**config.mk**
```make
export PLATFORM = sky130hd
export DESIGN_NAME = dmem_arbiter
export DESIGN_NICKNAME = d
export VERILOG_FILES = /design/src/rtl/dmem_arbiter.sv
export SDC_FILE = /design/constraint.sdc
export NUM_CORES = 1
export LEC_CHECK = 0
export CORE_AREA = 2 2 134 136
export CTS_BUF_LIST = sky130_fd_sc_hd__clkbuf_2
export DETAILED_ROUTE_END_ITERATION = 7
export DIE_AREA = 0 0 136 138
export PLACE_DENSITY_LB_ADDON = 0.3
export SLEW_MARGIN = 5
export SYNTH_ARGS = -nofsm -noshare
export SYNTH_HDL_FRONTEND = slang
export SYNTH_SLANG_ARGS = --single-unit
```
**constraint.sdc**
```tcl
create_clock -name clk -period 6 [get_ports clk]
set_input_delay 0.6 -clock clk [delete_from_list [all_inputs] [get_ports clk]]
set_output_delay 0.6 -clock clk [all_outputs]
set_load 0.03 [all_outputs]
```
**src/rtl/dmem_arbiter.sv**
```systemverilog
// dmem_arbiter: round-robin sharing of the data memory between core (port 0) and debug/loader (port 1)
module dmem_arbiter #(
    parameter int AW = 32,
    parameter int DW = 32,
    parameter int CW = 16
) (
    input  logic          clk,
    input  logic          reset_n,
    input  logic          p0_req,
    input  logic          p0_we,
    input  logic [2:0]    p0_fn3,
    input  logic [AW-1:0] p0_addr,
    input  logic [DW-1:0] p0_wdata,
    input  logic          p1_req,
    input  logic          p1_we,
    input  logic [2:0]    p1_fn3,
    input  logic [AW-1:0] p1_addr,
    input  logic [DW-1:0] p1_wdata,
    output logic          p0_gnt,
    output logic          p1_gnt,
    output logic          p0_stall,
    output logic          p0_rvalid,
    output logic          p1_rvalid,
    output logic [DW-1:0] p0_rdata,
    output logic [DW-1:0] p1_rdata,
    output logic          p0_err,
    output logic          p1_err,
    output logic          mem_read,
    output logic          mem_write,
    output logic [2:0]    mem_fn3,
    output logic [AW-1:0] mem_addr,
    output logic [DW-1:0] mem_wdata,
    input  logic [DW-1:0] mem_rdata,
    output logic [CW-1:0] p0_conflicts,
    output logic [CW-1:0] p1_conflicts
);
    logic last, rd_pend, rd_id;
    logic bad0, bad1, v0, v1, win0, win1, fwd, we_sel;

    function automatic logic misal(input logic [2:0] f, input logic [1:0] a);
        return (f == 3'b011) | (f[2:1] == 2'b11) | ((f[1:0] == 2'b01) & a[0]) | ((f == 3'b010) & (a != 2'b00));
    endfunction

    // alignment check, round-robin pick and memory-side muxing; everything quiet while in reset
    always_comb begin
        bad0 = reset_n & p0_req & misal(p0_fn3, p0_addr[1:0]);
        bad1 = reset_n & p1_req & misal(p1_fn3, p1_addr[1:0]);
        v0 = reset_n & p0_req & ~bad0;
        v1 = reset_n & p1_req & ~bad1;
        win0 = v0 & (~v1 | last);
        win1 = v1 & ~win0;
        fwd = win0 | win1;
        we_sel = win1 ? p1_we : p0_we;
        p0_gnt = bad0 | win0;
        p1_gnt = bad1 | win1;
        p0_err = bad0;
        p1_err = bad1;
        p0_stall = reset_n & p0_req & ~p0_gnt;
        mem_read = fwd & ~we_sel;
        mem_write = fwd & we_sel;
        mem_fn3 = win1 ? p1_fn3 : win0 ? p0_fn3 : 3'b000;
        mem_addr = win1 ? p1_addr : win0 ? p0_addr : '0;
        mem_wdata = win1 ? p1_wdata : win0 ? p0_wdata : '0;
        p0_rvalid = rd_pend & ~rd_id;
        p1_rvalid = rd_pend & rd_id;
        p0_rdata = p0_rvalid ? mem_rdata : '0;
        p1_rdata = p1_rvalid ? mem_rdata : '0;
    end

    // round-robin pointer, load-return tag and saturating contention counters
    always_ff @(posedge clk or negedge reset_n) begin
        if (!reset_n) begin
            last <= 1'b1;
            rd_pend <= 1'b0;
            rd_id <= 1'b0;
            p0_conflicts <= '0;
            p1_conflicts <= '0;
        end else begin
            if (fwd) last <= win1;
            rd_pend <= mem_read;
            rd_id <= win1;
            if (v0 & win1 & ~&p0_conflicts) p0_conflicts <= p0_conflicts + 1'b1;
            if (v1 & win0 & ~&p1_conflicts) p1_conflicts <= p1_conflicts + 1'b1;
        end
    end
endmodule

```
==> impl_summary.txt <==
----------------------------------------------------
[Power and ir drop]
  Power per unit of standard cell area ... ~110 nW/µm²
  Standby leakage power ... between 2 and 3 nW
  Maximum vdd drop ... ~0.071 mV

[Job]
  Maxcap violations ... 0

[CTS]
  Largest buffer count on any clock path ... 2
  Clock tree from TritonCTS ... yes
  Number of CTS-inserted buffers ... 5
  Hold buffer count at cts ... 0
  Root Buffer Master ... sky130_fd_sc_hd__clkbuf_2
  Number of buffers inserted to repair setup after CTS ... 0
  # clock sinks ... 35
  Resize count post-CTS ... 0
  Clock edge transition at the registers on the reported setup and hold paths ... 180 ps
  Number of H-tree branching levels ... 2
  Clock latency reported for the late side of the worst-skew pair ... 380 ps

[Finish]
  Final design area excluding fillers ... between 6000 and 7000 µm²
  Growth of design area from synthesis to finish ... 114.3%
  Nets@finish ... between 900 and 1000
  Layout filler cell count ... 1842
  Ratio of cells with drive above 1 in the final layout ... 4.005%

[STA]
  Slew Limit Fails ... 0
  Slew of the pin with the lowest slew margin ... 924.0 ps
  Final count of negative-setup-slack endpoints ... 0
  Tcrit/Tclk final ... about three quarters
  Min Clock Period, post-route ... about 4500 ps
  Final worst setup slack ... 1521 ps
  Count of final hold-check violations ... 0
  Relative max-transition margin ... a little under two fifths
  Total Negative Setup Slacks ... 0 ps
  F_max ... roughly 0.22 GHz
  Clk_skew ... ~22 ps
  Worst slack on hold paths ... a little over 500 ps
  RSZ-0062 raised after global routing ... false

[Place]
  Last weighted congestion value of the routability-driven placer ... between 0.8 and 0.9
  Post-DP HPWL ... ~13000 µm
  Post-Place Worst Slack ... 1508 ps
  # port buffers ... between 300 and 400
  Total cell area at the placement stage ... roughly 6900 µm²

[Global routing]
  Number of antenna violations at the first check in global routing ... 2
  Largest net degree at the start of global routing ... 55
  Number of global-route vias before repair ... between 4000 and 5000
  Overall overflow remaining after global route ... 0
  Overall routing resource usage ... 16.18%
  First-pass GRT wire length ... approximately 24000 µm

[Floorplan]
  Area inside the core boundary ... 17530 µm²
  Initial Utilization ... 18.35%
  Chip Width ... between 100 and 150 µm
  Site Rows ... between 40 and 50
  Die Area ... ~19000 µm²
  Floorplan die height ... roughly 140 µm
  I/O pin count ... 344

[Route]
  Via count ... roughly 4500
  Count of TritonRoute iterations in the first routing pass ... 4
  Ratio of routed vias to standard cells ... 4.397
  Total length of routed wires ... roughly 16000 µm
  DRC violation count after routing ... 0
  Antenna Nets Post-Route ... 0
  Wire length per cell ... around 15 µm
  DRT iter0 DRCs ... about 160

[Yosys]
  Synthesized instance count ... 475
  Number of flops mapped to enable cells by yosys ... 0
  Synth unique cells ... 39
  Number of nets produced by synthesis ... about 650
  Async SR Flop Fraction ... 100.0%
  Primary flip-flop cell chosen by synthesis mapping ... sky130_fd_sc_hd__dfrtp_1
  Syn_area_per_cell ... just under 7 µm²
  Number of flip-flops and latches in the synthesized netlist ... 35
  Warning count from the yosys run ... 0
  Post-synthesis sequential area ratio ... around 27%
  Netlist area before placement ... ~3200 µm²

[Worst setup path]
  Required time of the critical path ... between 5000 and 6000 ps
  Data arrival time of the critical path ... a little under 4000 ps
  Highest net fanout along the worst path ... 45
  Critical Path End Type ... output pin
  Critical path start-end classification ... primary input to output pin
  Type of origin of the critical path ... primary input

[Run status]
  Outcome ... finished, final reports clean

[Min path]
  Type of the most critical hold path ... register to register

----------------------------------------------------
layer usage:
layer / vias to the layer above / share of wire, % / global-route usage (%) / routed length (µm)
met5: - / 0.10 / 0 / 16
met4: 2 / 2.1 / 3.728 / 332
met3: 21 / 10 / 5.281 / 1648
met2: 240 / 49 / 28.85 / 7690
met1: 2013 / 39 / 18.57 / 6097
li1: 2248 / - / - / -
cell usage in the layout, fill, tap and decap left out, types with 2 or more instances in the layout:
cell type                         Yosys  routed
sky130_fd_sc_hd__nor4_4               2       2
sky130_fd_sc_hd__and3_1              34      34
sky130_fd_sc_hd__nor4_1               3       3
sky130_fd_sc_hd__nor4_2               3       3
sky130_fd_sc_hd__nand2b_1             2       2
sky130_fd_sc_hd__clkdlybuf4s50_1      0     343
sky130_fd_sc_hd__or2_2                3       3
sky130_fd_sc_hd__o21ai_1              2       2
sky130_fd_sc_hd__or3_1                2       2
sky130_fd_sc_hd__a31oi_1              4       4
sky130_fd_sc_hd__clkbuf_2             0       6
sky130_fd_sc_hd__dfrtp_1             34      34
sky130_fd_sc_hd__mux2_2               2       2
sky130_fd_sc_hd__ha_1                 2       2
sky130_fd_sc_hd__and2_1              33      33
sky130_fd_sc_hd__xor2_1               3       3
sky130_fd_sc_hd__mux2_1               2       2
sky130_fd_sc_hd__xnor2_1             21      21
sky130_fd_sc_hd__nand2_1            151     151
sky130_fd_sc_hd__nand3_1             82      82
sky130_fd_sc_hd__a21oi_1              7       7
sky130_fd_sc_hd__buf_4                3       7
sky130_fd_sc_hd__and4_1               2       2
sky130_fd_sc_hd__nor2_1              15      15
sky130_fd_sc_hd__inv_1                6       6
sky130_fd_sc_hd__nor3_1               2       2
sky130_fd_sc_hd__nand4_1             11      11
where the power goes:
part           total, W  internal [W]  switching, W
clock          0.000112     0.0000298     0.0000821
sequential     0.000275      0.000251     0.0000241
combinational  0.000385      0.000199      0.000187
total          0.000773      0.000480      0.000293
sequential cells by signal (all words and copies together) (netlist names):
register      cells
last              1
rd_id             1
p1_conflicts     16
rd_pend           1
p0_conflicts     16
area by class of cell:
type	count	area, µm²	share of cell area, %
timing repair buffer	350	3486	50.55
sequential	35	877.1	12.72
tap	229	286.5	4.155
multi-input combinational	400	2178	31.59
clock buffer	6	30.03	0.4355
clock inverter	2	12.51	0.1815
inverter	6	22.52	0.3266
antenna	1	2.502	0.03629
worst max-delay path: stages:
cell                              delay, ps
sky130_fd_sc_hd__clkdlybuf4s50_1        460
sky130_fd_sc_hd__nor4_2                 350
sky130_fd_sc_hd__or2_1                  320
sky130_fd_sc_hd__a311o_2                850
sky130_fd_sc_hd__buf_4                  410
sky130_fd_sc_hd__nand3_1                130
sky130_fd_sc_hd__nand2_1                 90
sky130_fd_sc_hd__clkdlybuf4s50_1        660
through the flow:
step                      util (%)   power, W  instances
after global routing         39.32  0.0008190       1029
after detailed placement     39.07  0.0006674       1020
after CTS                    39.31  0.0007841       1028
after floorplan                  -  0.0004382        475
after global placement       39.07  0.0006666       1020
final                        39.32  0.0007727       1029
worst paths after layout:
path	end	cells after the start	startpoint	slack (ps)
min reg2reg	p1_conflicts[5]	1	p1_conflicts[5]	510
min	p1_conflicts[5]	1	p1_conflicts[5]	510
min in group asynchronous	p0_conflicts[6]	2	reset_n	720
max in group asynchronous	last	2	reset_n	4900
max	mem_wdata[3]	8	p1_fn3[0]	1520
max reg2reg	rd_pend	4	last	3990
cell usage after synthesis (2+ instances only):
| cell type | n | share of area, % |
|---|---|---|
| sky130_fd_sc_hd__a21oi_1 | 7 | 1.1 |
| sky130_fd_sc_hd__a311o_1 | 2 | 0.62 |
| sky130_fd_sc_hd__a31oi_1 | 4 | 0.78 |
| sky130_fd_sc_hd__and2_1 | 33 | 6.4 |
| sky130_fd_sc_hd__and3_1 | 34 | 6.6 |
| sky130_fd_sc_hd__and4_1 | 2 | 0.54 |
| sky130_fd_sc_hd__buf_2 | 5 | 0.78 |
| sky130_fd_sc_hd__buf_4 | 3 | 0.70 |
| sky130_fd_sc_hd__buf_6 | 2 | 0.70 |
| sky130_fd_sc_hd__clkbuf_1 | 24 | 2.8 |
| sky130_fd_sc_hd__dfrtp_1 | 34 | 26 |
| sky130_fd_sc_hd__ha_1 | 2 | 0.78 |
| sky130_fd_sc_hd__inv_1 | 6 | 0.70 |
| sky130_fd_sc_hd__mux2_1 | 2 | 0.70 |
| sky130_fd_sc_hd__mux2_2 | 2 | 0.70 |
| sky130_fd_sc_hd__nand2_1 | 151 | 18 |
| sky130_fd_sc_hd__nand2b_1 | 2 | 0.39 |
| sky130_fd_sc_hd__nand3_1 | 82 | 13 |
| sky130_fd_sc_hd__nand4_1 | 11 | 2.1 |
| sky130_fd_sc_hd__nor2_1 | 15 | 1.7 |
| sky130_fd_sc_hd__nor2b_1 | 2 | 0.39 |
| sky130_fd_sc_hd__nor3_1 | 2 | 0.31 |
| sky130_fd_sc_hd__nor4_1 | 3 | 0.58 |
| sky130_fd_sc_hd__nor4_2 | 3 | 1.2 |
| sky130_fd_sc_hd__nor4_4 | 2 | 1.3 |
| sky130_fd_sc_hd__o21ai_1 | 2 | 0.31 |
| sky130_fd_sc_hd__or2_2 | 3 | 0.58 |
| sky130_fd_sc_hd__or3_1 | 2 | 0.39 |
| sky130_fd_sc_hd__xnor2_1 | 21 | 5.7 |
| sky130_fd_sc_hd__xor2_1 | 3 | 0.82 |
logic make-up after synthesis:
| kind of cell | synth area share (%) |
|---|---|
| XOR/XNOR | 6.532 |
| AND/OR/NAND/NOR | 53.46 |
| AO/OA/AOI/OAI | 4.899 |
| multiplexers | 1.400 |
| adder cells (fa/ha/maj) | 0.7775 |
| flip-flops | 27.26 |
| buffers and inverters | 5.676 |
(Power assumes the default switching activity.)
